[src/rtl/pc_sequencer.sv]
// Next-PC controller for the MIPS fetch path: owns the PC, handshakes fetches with imem,
// and selects sequential/branch/jump/JR/exception targets. Build option: PC_ALIGN_CHECK_EN.
module pc_sequencer #(
    parameter logic [31:0] RESET_ADDR = 32'h0000_0000,
    parameter logic [31:0] EXC_VECTOR = 32'h0000_0080
) (
    input  logic        clk,
    input  logic        reset,
    output logic        imem_req,
    output logic [31:0] imem_addr,
    input  logic        imem_ack,
    output logic        instr_valid,
    input  logic        stall,
    input  logic        branch_taken,
    input  logic [31:0] branch_offset,
    input  logic        jump,
    input  logic [25:0] jump_index,
    input  logic        jump_reg,
    input  logic [31:0] jr_target,
    input  logic        exception,
    output logic [31:0] pc,
    output logic [31:0] pc_plus4,
    output logic [31:0] epc,
    output logic        addr_err
);

    typedef enum logic [1:0] {BOOT, FETCH, EXEC} state_t;

    state_t      state, state_next;
    logic [31:0] pc_next;
    logic        take_exc;
    logic        pc_update;

    assign pc_plus4  = pc + 32'd4;
    assign imem_addr = pc;
    assign pc_update = (state == EXEC) && !stall;

    // State register
    always_ff @(posedge clk or posedge reset) begin
        if (reset) state <= BOOT;
        else       state <= state_next;
    end

    // Next-state logic
    always_comb begin
        state_next = state;
        case (state)
            BOOT:    state_next = FETCH;
            FETCH:   if (imem_ack) state_next = EXEC;
            EXEC:    if (!stall) state_next = FETCH;
            default: state_next = BOOT;
        endcase
    end

    // Output logic
    always_comb begin
        imem_req    = 1'b0;
        instr_valid = 1'b0;
        case (state)
            FETCH:   imem_req    = 1'b1;
            EXEC:    instr_valid = 1'b1;
            default: ;
        endcase
    end

`ifdef PC_ALIGN_CHECK_EN
    logic jr_misaligned;
    assign jr_misaligned = !exception && jump_reg && (jr_target[1:0] != 2'b00);
`endif

    // Next-PC select; exception and misaligned JR share the vector path
    always_comb begin
        take_exc = 1'b0;
        pc_next  = pc_plus4;
        if (exception) begin
            take_exc = 1'b1;
        end else if (jump_reg) begin
`ifdef PC_ALIGN_CHECK_EN
            if (jr_misaligned) take_exc = 1'b1;
            else               pc_next  = jr_target;
`else
            pc_next = {jr_target[31:2], 2'b00};
`endif
        end else if (jump) begin
            pc_next = {pc_plus4[31:28], jump_index, 2'b00};
        end else if (branch_taken) begin
            pc_next = pc_plus4 + {branch_offset[29:0], 2'b00};
        end
        if (take_exc) pc_next = EXC_VECTOR;
    end

    always_ff @(posedge clk or posedge reset) begin
        if (reset) begin
            pc  <= RESET_ADDR;
            epc <= 32'h0;
        end else if (pc_update) begin
            pc <= pc_next;
            if (take_exc) epc <= pc;
        end
    end

`ifdef PC_ALIGN_CHECK_EN
    // Pulse lands in the FETCH cycle that follows the faulting EXEC
    always_ff @(posedge clk or posedge reset) begin
        if (reset) addr_err <= 1'b0;
        else       addr_err <= pc_update && jr_misaligned;
    end
`else
    assign addr_err = 1'b0;
`endif

    logic unused_bits;
    assign unused_bits = ^{branch_offset[31:30], jr_target[1:0]};

endmodule

[config.mk]
export PLATFORM = sky130hd
export DESIGN_NAME = pc_sequencer
export DESIGN_NICKNAME = d
export VERILOG_FILES = /design/src/rtl/pc_sequencer.sv
export SDC_FILE = /design/constraint.sdc
export NUM_CORES = 1
export LEC_CHECK = 0
export CAP_MARGIN = 30
export CORE_AREA = 2 2 153 155
export DETAILED_ROUTE_END_ITERATION = 8
export DIE_AREA = 0 0 155 157
export PLACE_DENSITY = 0.59
export SYNTH_ARGS = -nofsm -noshare
export SYNTH_HDL_FRONTEND = slang
export SYNTH_SLANG_ARGS = --single-unit
[constraint.sdc]
create_clock -name clk -period 4.4 [get_ports clk]
set_input_delay 1.1 -clock clk [delete_from_list [all_inputs] [get_ports clk]]
set_output_delay 1.1 -clock clk [all_outputs]
set_load 0.1 [all_outputs]
; ---- Word level (Yosys, flattened, before mapping)
; Index checks and enable logic that the tools add are counted.
[op_classes]
addsub = 2
n_eq_ne = 4
n_mux = 11
reduce_logical = 5
[ops]
columns = op, count
row1 = $mux 32, 5
row2 = $add 32x3->32 const B, 1
row3 = $add 32x32->32, 1
row4 = $pmux 2 s3, 1
row5 = $mux 2, 2
row6 = $ne 2x2->1 const B, 2
row7 = $reduce_and 2->1, 2
row8 = $mux 1, 3
row9 = $eq 2x1->1 const B, 1
row10 = $eq 2x2->1 const B, 1
row11 = $logic_not 2->1, 1
row12 = $logic_and 1x1->1, 1
row13 = $logic_not 1->1, 1
[totals]
ff_bits = 66
inputBits = 98
output_inout_bits = 131
word_cells = 25

; ---- Longest topological paths before layout
; Gate-level depths: netlist of the first run.
[logic_depth]
depth_word = 7
depth_mapped = 18
depth_no_buf = 17

; ---- Worst setup path after synthesis of the first run
; No wires, ideal clock.
[synth_timing]
path_kind = register to register
start = register pc[4] (netlist: imem_addr[4])
end = register pc[20] (netlist: imem_addr[20])
setup_ns = 0.087
t_arrival_ns = 5.697
t_required_ns = 4.313
slack_ns = -1.384
path_stages_with_launch = 16
path_buffers = 0
cell_sequence = dfrtp_1 -> and3_2 -> nand3_2 -> nor2_2 -> nand4_1 -> xnor2_1 -> ha_1 -> a21oi_1 -> o21ai_1 -> a21oi_1 -> nor2b_1 -> o21a_1 -> a31oi_1 -> mux2_1 -> a211o_1 -> a211oi_2
[synth_between]
elab_chain_cells = 7
[synth_rtl]
columns = element, line
row1 = start: declaration, 21  ; output logic [31:0] pc,
row2 = start signal: assignment, 97  ; pc <= pc_next;
row3 = $add 32x3->32, 34  ; assign pc_plus4 = pc + 32'd4;
row4 = via pc_plus4[17], 22  ; output logic [31:0] pc_plus4,
row5 = $add 32x32->32, 87  ; pc_next = pc_plus4 + {branch_offset[29:0], 2'b00};
row6 = $mux 32, 86  ; end else if (branch_taken) begin
row7 = $mux 32, 84  ; end else if (jump) begin
row8 = $mux 32, 77  ; end else if (jump_reg) begin
row9 = $mux 32, 75  ; if (exception) begin
row10 = $mux 32, 89  ; if (take_exc) pc_next = EXC_VECTOR;
; The timed path passes the listed nets, and every way through them passes these cells.
; A chain may end at the register's enable or synchronous reset.

; ---- Final worst setup path of the first run
[layout_timing]
start = register pc[4] (netlist: imem_addr[4])
end = register pc[31] (netlist: imem_addr[31])
[layout_between]
elab_chain_cells = 7
[layout_rtl]
columns = element, line
row1 = $add 32x3->32 (*), 34
row2 = $add 32x32->32, 87
row3 = $mux 32, 86
row4 = $mux 32, 84
row5 = $mux 32, 77
row6 = $mux 32 (*), 75
row7 = $mux 32 (*), 89
; Mark *: on every way between the ends. The rest lies on a longest branch, timed or not.

==> results.ini, run 1 <==
[final_layout]
area_growth_syn_to_layout_pct=52.6
filler_cell_count=2286
final-instance-count-excl-fill=1142
register_area_um2=1580
drive_above_1_share=0.191
final_nets=985
final_core_util=0.377
multi_input_area_um2=3930

[sta]
postLayoutSetupSlackWorst_ns=0.314
hold_violations=0
worst_pin_slew_ns=1.01
maxSlewViolCount=0
totalNegativeSetupSlack_ns=0
timing.slew.headroom=0.322
fmax_mhz=245
rsz0062_at_grt=false
period_minus_slack_ns=4.09
min_period_over_period=0.929
timing.final.setup_violations=0
clock-skew-final_ns=0.00662

[route]
drt-vias-per-instance=4.98
routed_wire_length_per_instance_um=19.4
number_of_remaining_drc_errors=0
drt_pass1_iterations=5
wirelength_um=22100
drt-initial-drc-count=316
detailroute.via_count=5682
postRouteAntennaNets=0

[place]
gpl.final_weighted_congestion=0.864
dp.cells=1124
port_buffers=215
hpwl_after_dpl_um=17200
preCtsSetupSlack_ns=0.309

[worst_setup_path]
critical-path-top-delay-family=simple AND/OR/NAND/NOR gates
reg2reg_to=imem_addr[31]
worst_setup_path_start_kind=flop
cp_data_required_time_ns=4.65
rrSetupSlack_ns=0.31
crit_path_max_incr_delay_ns=0.48
cp-end-kind=flop
critPathMaxFanout=8
cp_cell_sequence=and3_2 -> nand3_2 -> nor2_4 -> nand2_1 -> nor2_1 -> xnor2_2 -> ha_1 -> a21oi_1 -> o21ai_1 -> a41oi_1 -> nor2_1 -> nand2_1 -> a31oi_1 -> mux2i_1 -> o311ai_1 -> xnor2_1 -> o22ai_1
cp.arrival_ns=4.34
cp_slowest_cell=dfrtp_2
cp_num_buf_inv=0
reg2regPathDepth=17
worst_r2r_startpoint=imem_addr[4]
setup.worst_path.class=flop to flop

[synth]
yosys_warnings=0
mean_cell_area_of_the_mapped_netlist_um2=8.30
netlist_instances=670
synth_edf_count=0
synth.ff_latch_count=62
yosysUniqueCellTypes=64
synth_seq_area_share=0.279
cell_area_after_synthesis_um2=5560
async_set_or_reset_flop_fraction_in_the_synthesized_netlist=1.00
synth_flop_cell=dfrtp_1

[clock_tree]
hold_fix_buffers_at_cts=0
insertion_delay_ns=0.34
post_cts_buffers=0
postCtsResizedCells=0
clk_pin_slew_ns=0.05
cts_bufs_inserted=9
cts_max_path_buffers=2
tritoncts=built
cts_sinks=62
clock_tree.htree_level_count=3
ctsRootBufferMaster=clkbuf_16

[global_routing]
grt.overflow.total=0
grt_max_degree=40
number_of_global_route_vias_before_repair=5420
first_pass_grt_wire_length_um=33100
overall_fraction_of_global_route_tracks_in_use=0.180
antenna_found_initial=2

[worst_hold_path]
timing.hold.worst.start=epc[21]
min_path_cells=1
holdCritPathClass=flop to flop
holdPathEnd=epc[21]

[floorplanning]
boundaryPins=229
die_w_um=155
coreArea_um2=22500
start_util=0.247
row_count=55
die_h_um=157
fp.dieArea_um2=24300

[job]
maxCapViolCount=0

[run_status]
run_status=finished clean

-- routing by layer --
| layer | global-route usage | share of wire | vias up |
|---|---|---|---|
| li1 | - | - | 2714 |
| met4 | 0.0463 | 0.012 | 0 |
| met5 | 0 | 0 | - |
| met1 | 0.251 | 0.46 | 2758 |
| met2 | 0.283 | 0.46 | 192 |
| met3 | 0.0363 | 0.071 | 18 |
-- kinds of logic after synthesis --
kind of cell / after synthesis / share of synthesized area
xor gates and xnor gates: 48 / 0.0769
AOI/OAI and AO/OA: 187 / 0.216
buffers and inverters: 89 / 0.0871
DFF: 62 / 0.279
other: 1 / 0.000674
and+or+nand+nor: 205 / 0.175
adders and majority gates: 37 / 0.0846
muxes: 41 / 0.0812
-- area by class of cell --
type,instances,share of cell area
Inverter,17,0.00752
Tap cell,285,0.0420
Multi-Input combinational cell,527,0.464
Clock inverter,3,0.00767
Timing Repair Buffer,233,0.261
Antenna cell,2,0.000590
Sequential cell,62,0.186
Clock buffer,13,0.0318
-- cells in the final DEF (no fill, tap or decap), types with 4 or more instances in the layout --
master and instances:
xor2_2 6, nand2b_1 7, nand2_1 50, nand3_1 24
dfrtp_2 19, o31ai_1 7, nor2_2 4, clkbuf_16 9
xor2_4 5, a211oi_1 9, nor2_1 64, a21oi_1 56
xnor2_1 11, a31oi_1 10, buf_4 46, nor3_1 9
a31o_2 4, nand4_1 11, a21o_1 11, and3_1 13
o22ai_1 6, ha_1 36, o221ai_1 4, conb_1 9
mux2_2 32, xor2_1 9, dfrtp_1 43, a22o_1 6
clkdlybuf4s50_1 187, o21ai_0 36, inv_1 15, nor2b_1 7
mux2i_1 8, xnor2_2 7, o21ai_1 7, o211ai_1 7
xnor2_4 10
-- worst max-delay path by stage --
stage,startpoint,to,slack (ns),cells past startpoint
after floorplan,imem_addr[4],imem_addr[20],0.01,15
after global placement,branch_offset[0],imem_addr[16],0.29,14
after detailed placement,branch_offset[0],imem_addr[16],0.31,14
after CTS,imem_addr[4],imem_addr[31],0.34,17
after global routing,imem_addr[3],imem_addr[25],0.11,17
final,imem_addr[4],imem_addr[31],0.31,17
-- worst register-to-register path: stages (launching register included) --
cell	delay, ns
dfrtp_2	0.48
and3_2	0.26
nand3_2	0.16
nor2_4	0.32
nand2_1	0.23
nor2_1	0.23
xnor2_2	0.18
ha_1	0.32
a21oi_1	0.10
o21ai_1	0.27
a41oi_1	0.08
nor2_1	0.26
nand2_1	0.17
a31oi_1	0.23
mux2i_1	0.21
o311ai_1	0.16
xnor2_1	0.15
o22ai_1	0.17
-- through the flow --
stage | hold WS, ns | cell area [um^2]
2_1_floorplan | 0.517 | 5990
3_3_place_gp | 0.489 | 8150
3_5_place_dp | 0.495 | 8150
4_1_cts | 0.507 | 8480
5_1_grt | 0.514 | 8480
6_report | 0.505 | 8490
-- Yosys cell counts, types with 5 or more instances --
master	number	share of area
mux2i_1	8	0.014
nand2b_1	7	0.0079
a21o_1	11	0.015
nor2_2	5	0.0056
a21oi_1	56	0.050
nand4_1	11	0.012
ha_1	36	0.081
and3_1	14	0.016
clkbuf_1	25	0.017
nor3_1	9	0.0081
nor2b_1	7	0.0079
nand2_1	50	0.034
a211oi_1	9	0.012
o211ai_1	7	0.0094
a31oi_1	10	0.011
o21ai_1	7	0.0063
a22o_1	6	0.0094
xnor2_1	27	0.043
o21ai_0	36	0.032
buf_1	5	0.0034
inv_1	16	0.011
nand3_1	24	0.022
xor2_1	20	0.031
o31ai_1	7	0.0094
mux2_2	32	0.065
buf_4	39	0.053
o22ai_1	6	0.0067
dfrtp_1	62	0.28
nor2_1	64	0.043
-- sequential cells by signal, summed over array words and instances (netlist names) --
name / count
epc: 30
imem_addr: 30
state: 2
Power of run 1 is left out: the tool's default activity adds up to more than one toggle a clock period on the data nets, which glitch-free logic cannot reach.
==> inputs of run 2 (changes only) <==
--- a/config.mk
+++ b/config.mk
@@ -10,6 +10,7 @@
 export DETAILED_ROUTE_END_ITERATION = 8
 export DIE_AREA = 0 0 155 157
 export PLACE_DENSITY = 0.59
+export SLEW_MARGIN = 20
 export SYNTH_ARGS = -nofsm -noshare
 export SYNTH_HDL_FRONTEND = slang
 export SYNTH_SLANG_ARGS = --single-unit
==> results.ini, run 2 (synthesis gave the netlist of run 1 again) <==
[floorplanning]
row_count=55  ; unchanged
coreArea_um2=22500  ; unchanged
boundaryPins=229  ; unchanged
start_util=0.247  ; unchanged
die_w_um=155  ; unchanged
die_h_um=157  ; unchanged
fp.dieArea_um2=24300  ; unchanged

[route]
postRouteAntennaNets=0  ; unchanged
number_of_remaining_drc_errors=0  ; unchanged
drt-vias-per-instance=4.94  ; -0.69%
drt-initial-drc-count=334  ; +5.7%
detailroute.via_count=5648  ; -0.60%
wirelength_um=22000  ; -0.37%
routed_wire_length_per_instance_um=19.3  ; -0.46%
drt_pass1_iterations=5  ; unchanged

[final_layout]
final_core_util=0.378  ; +0.000889
final_nets=986  ; +0.10%
area_growth_syn_to_layout_pct=53.0
register_area_um2=1580  ; unchanged
layout.cells.most_common=clkdlybuf4s50_1
layout_common_cells=187 x clkdlybuf4s50_1, 64 x nor2_1, 56 x a21oi_1, 50 x nand2_1, 46 x buf_4
drive_above_1_share=0.192  ; +0.000946
multi_input_area_um2=3930  ; unchanged
filler_cell_count=2284  ; -0.087%

[worst_hold_path]
min_path_cells=1  ; unchanged
holdCritPathClass=flop to flop
timing.hold.worst.start=epc[21]
holdPathEnd=epc[21]

[sta]
hold_violations=0  ; unchanged
worst_pin_slew_ns=1.01  ; -0.000455 ns
timing.slew.headroom=0.322  ; about the same
min_period_over_period=0.920  ; -0.00852
clock-skew-final_ns=0.00650  ; -0.000114 ns
fmax_mhz=247  ; +0.93%
holdWs_ns=0.504  ; -0.000370 ns
period_minus_slack_ns=4.05  ; -0.0375 ns
timing.final.setup_violations=0  ; unchanged
maxSlewViolCount=0  ; unchanged
totalNegativeSetupSlack_ns=0  ; unchanged
rsz0062_at_grt=false

[global_routing]
antenna_found_initial=2  ; unchanged
grt_max_degree=40  ; unchanged
grt.overflow.total=0  ; unchanged
overall_fraction_of_global_route_tracks_in_use=0.180  ; unchanged
number_of_global_route_vias_before_repair=5420  ; unchanged
first_pass_grt_wire_length_um=33100  ; unchanged

[worst_setup_path]
reg2regPathDepth=17  ; unchanged
setup.worst_path.class=flop to flop
cp_data_required_time_ns=4.65  ; about the same
reg2reg_to=imem_addr[31]
cp_cell_sequence=and3_2 -> nand3_2 -> nor2_4 -> nand2_1 -> nor2_1 -> xnor2_2 -> ha_1 -> a21oi_1 -> o21ai_1 -> a41oi_1 -> nor2_1 -> nand2_1 -> a31oi_1 -> mux2i_1 -> o311ai_1 -> xnor2_1 -> o22ai_1
cp_slowest_cell=dfrtp_2
rrSetupSlack_ns=0.35  ; +0.04 ns
worst_setup_path_start_kind=flop
critical-path-top-delay-family=simple AND/OR/NAND/NOR gates
critPathMaxFanout=8  ; unchanged
cp.arrival_ns=4.30  ; -0.04 ns
cp-end-kind=flop
cp_num_buf_inv=0  ; unchanged
worst_r2r_startpoint=imem_addr[4]
crit_path_max_incr_delay_ns=0.47  ; about the same

[clock_tree]
postCtsResizedCells=0  ; unchanged
clk_pin_slew_ns=0.05  ; about the same
hold_fix_buffers_at_cts=0  ; unchanged
post_cts_buffers=0  ; unchanged
clock_tree.htree_level_count=3  ; unchanged
insertion_delay_ns=0.34  ; about the same
cts_sinks=62  ; unchanged
ctsRootBufferMaster=clkbuf_16
cts_max_path_buffers=2  ; unchanged
cts_bufs_inserted=9  ; unchanged
tritoncts=built

[run_status]
run_status=finished clean

[place]
port_buffers=215  ; unchanged
hpwl_after_dpl_um=17200  ; unchanged
gpl.final_weighted_congestion=0.864  ; unchanged

[job]
maxCapViolCount=0  ; unchanged

## run 2: layout make-up
type                            count  share of cell area
Antenna cell                        2            0.000588
Sequential cell                    62               0.185
Clock buffer                       13              0.0318
Clock inverter                      3             0.00765
Inverter                           17             0.00750
Tap cell                          285              0.0419
Timing Repair Buffer              234               0.263
Multi-Input combinational cell    527               0.462
## run 2: how the worst max path moves through the flow
stage	from	endpoint	slack (ns)	depth (start not counted)
after floorplan	imem_addr[4]	imem_addr[20]	0.01	15
after global placement	branch_offset[0]	imem_addr[16]	0.29	14
after detailed placement	branch_offset[0]	imem_addr[16]	0.31	14
after CTS	imem_addr[4]	imem_addr[31]	0.34	17
after global routing	imem_addr[3]	imem_addr[25]	0.11	17
final	imem_addr[4]	imem_addr[31]	0.35	17
## run 2: routing by layer
layer  vias to the layer above  routed length [um]  global-route usage
li1                       2723                   -                   -
met2                       187               10100               0.283
met4                         0                 319              0.0463
met3                        25                1410              0.0363
met5                         -                   0                   0
met1                      2713               10200               0.251
## run 2: per-stage QoR
stage               instances  worst slack [ns]  area (um^2)
finish                   1143             0.351         8510
global route             1142             0.109         8500
CTS                      1140             0.340         8480
detailed placement       1124             0.309         8150
global placement         1124             0.286         8150
floorplan                 678            0.0104         5990
Power of run 2 is left out for the same reason.
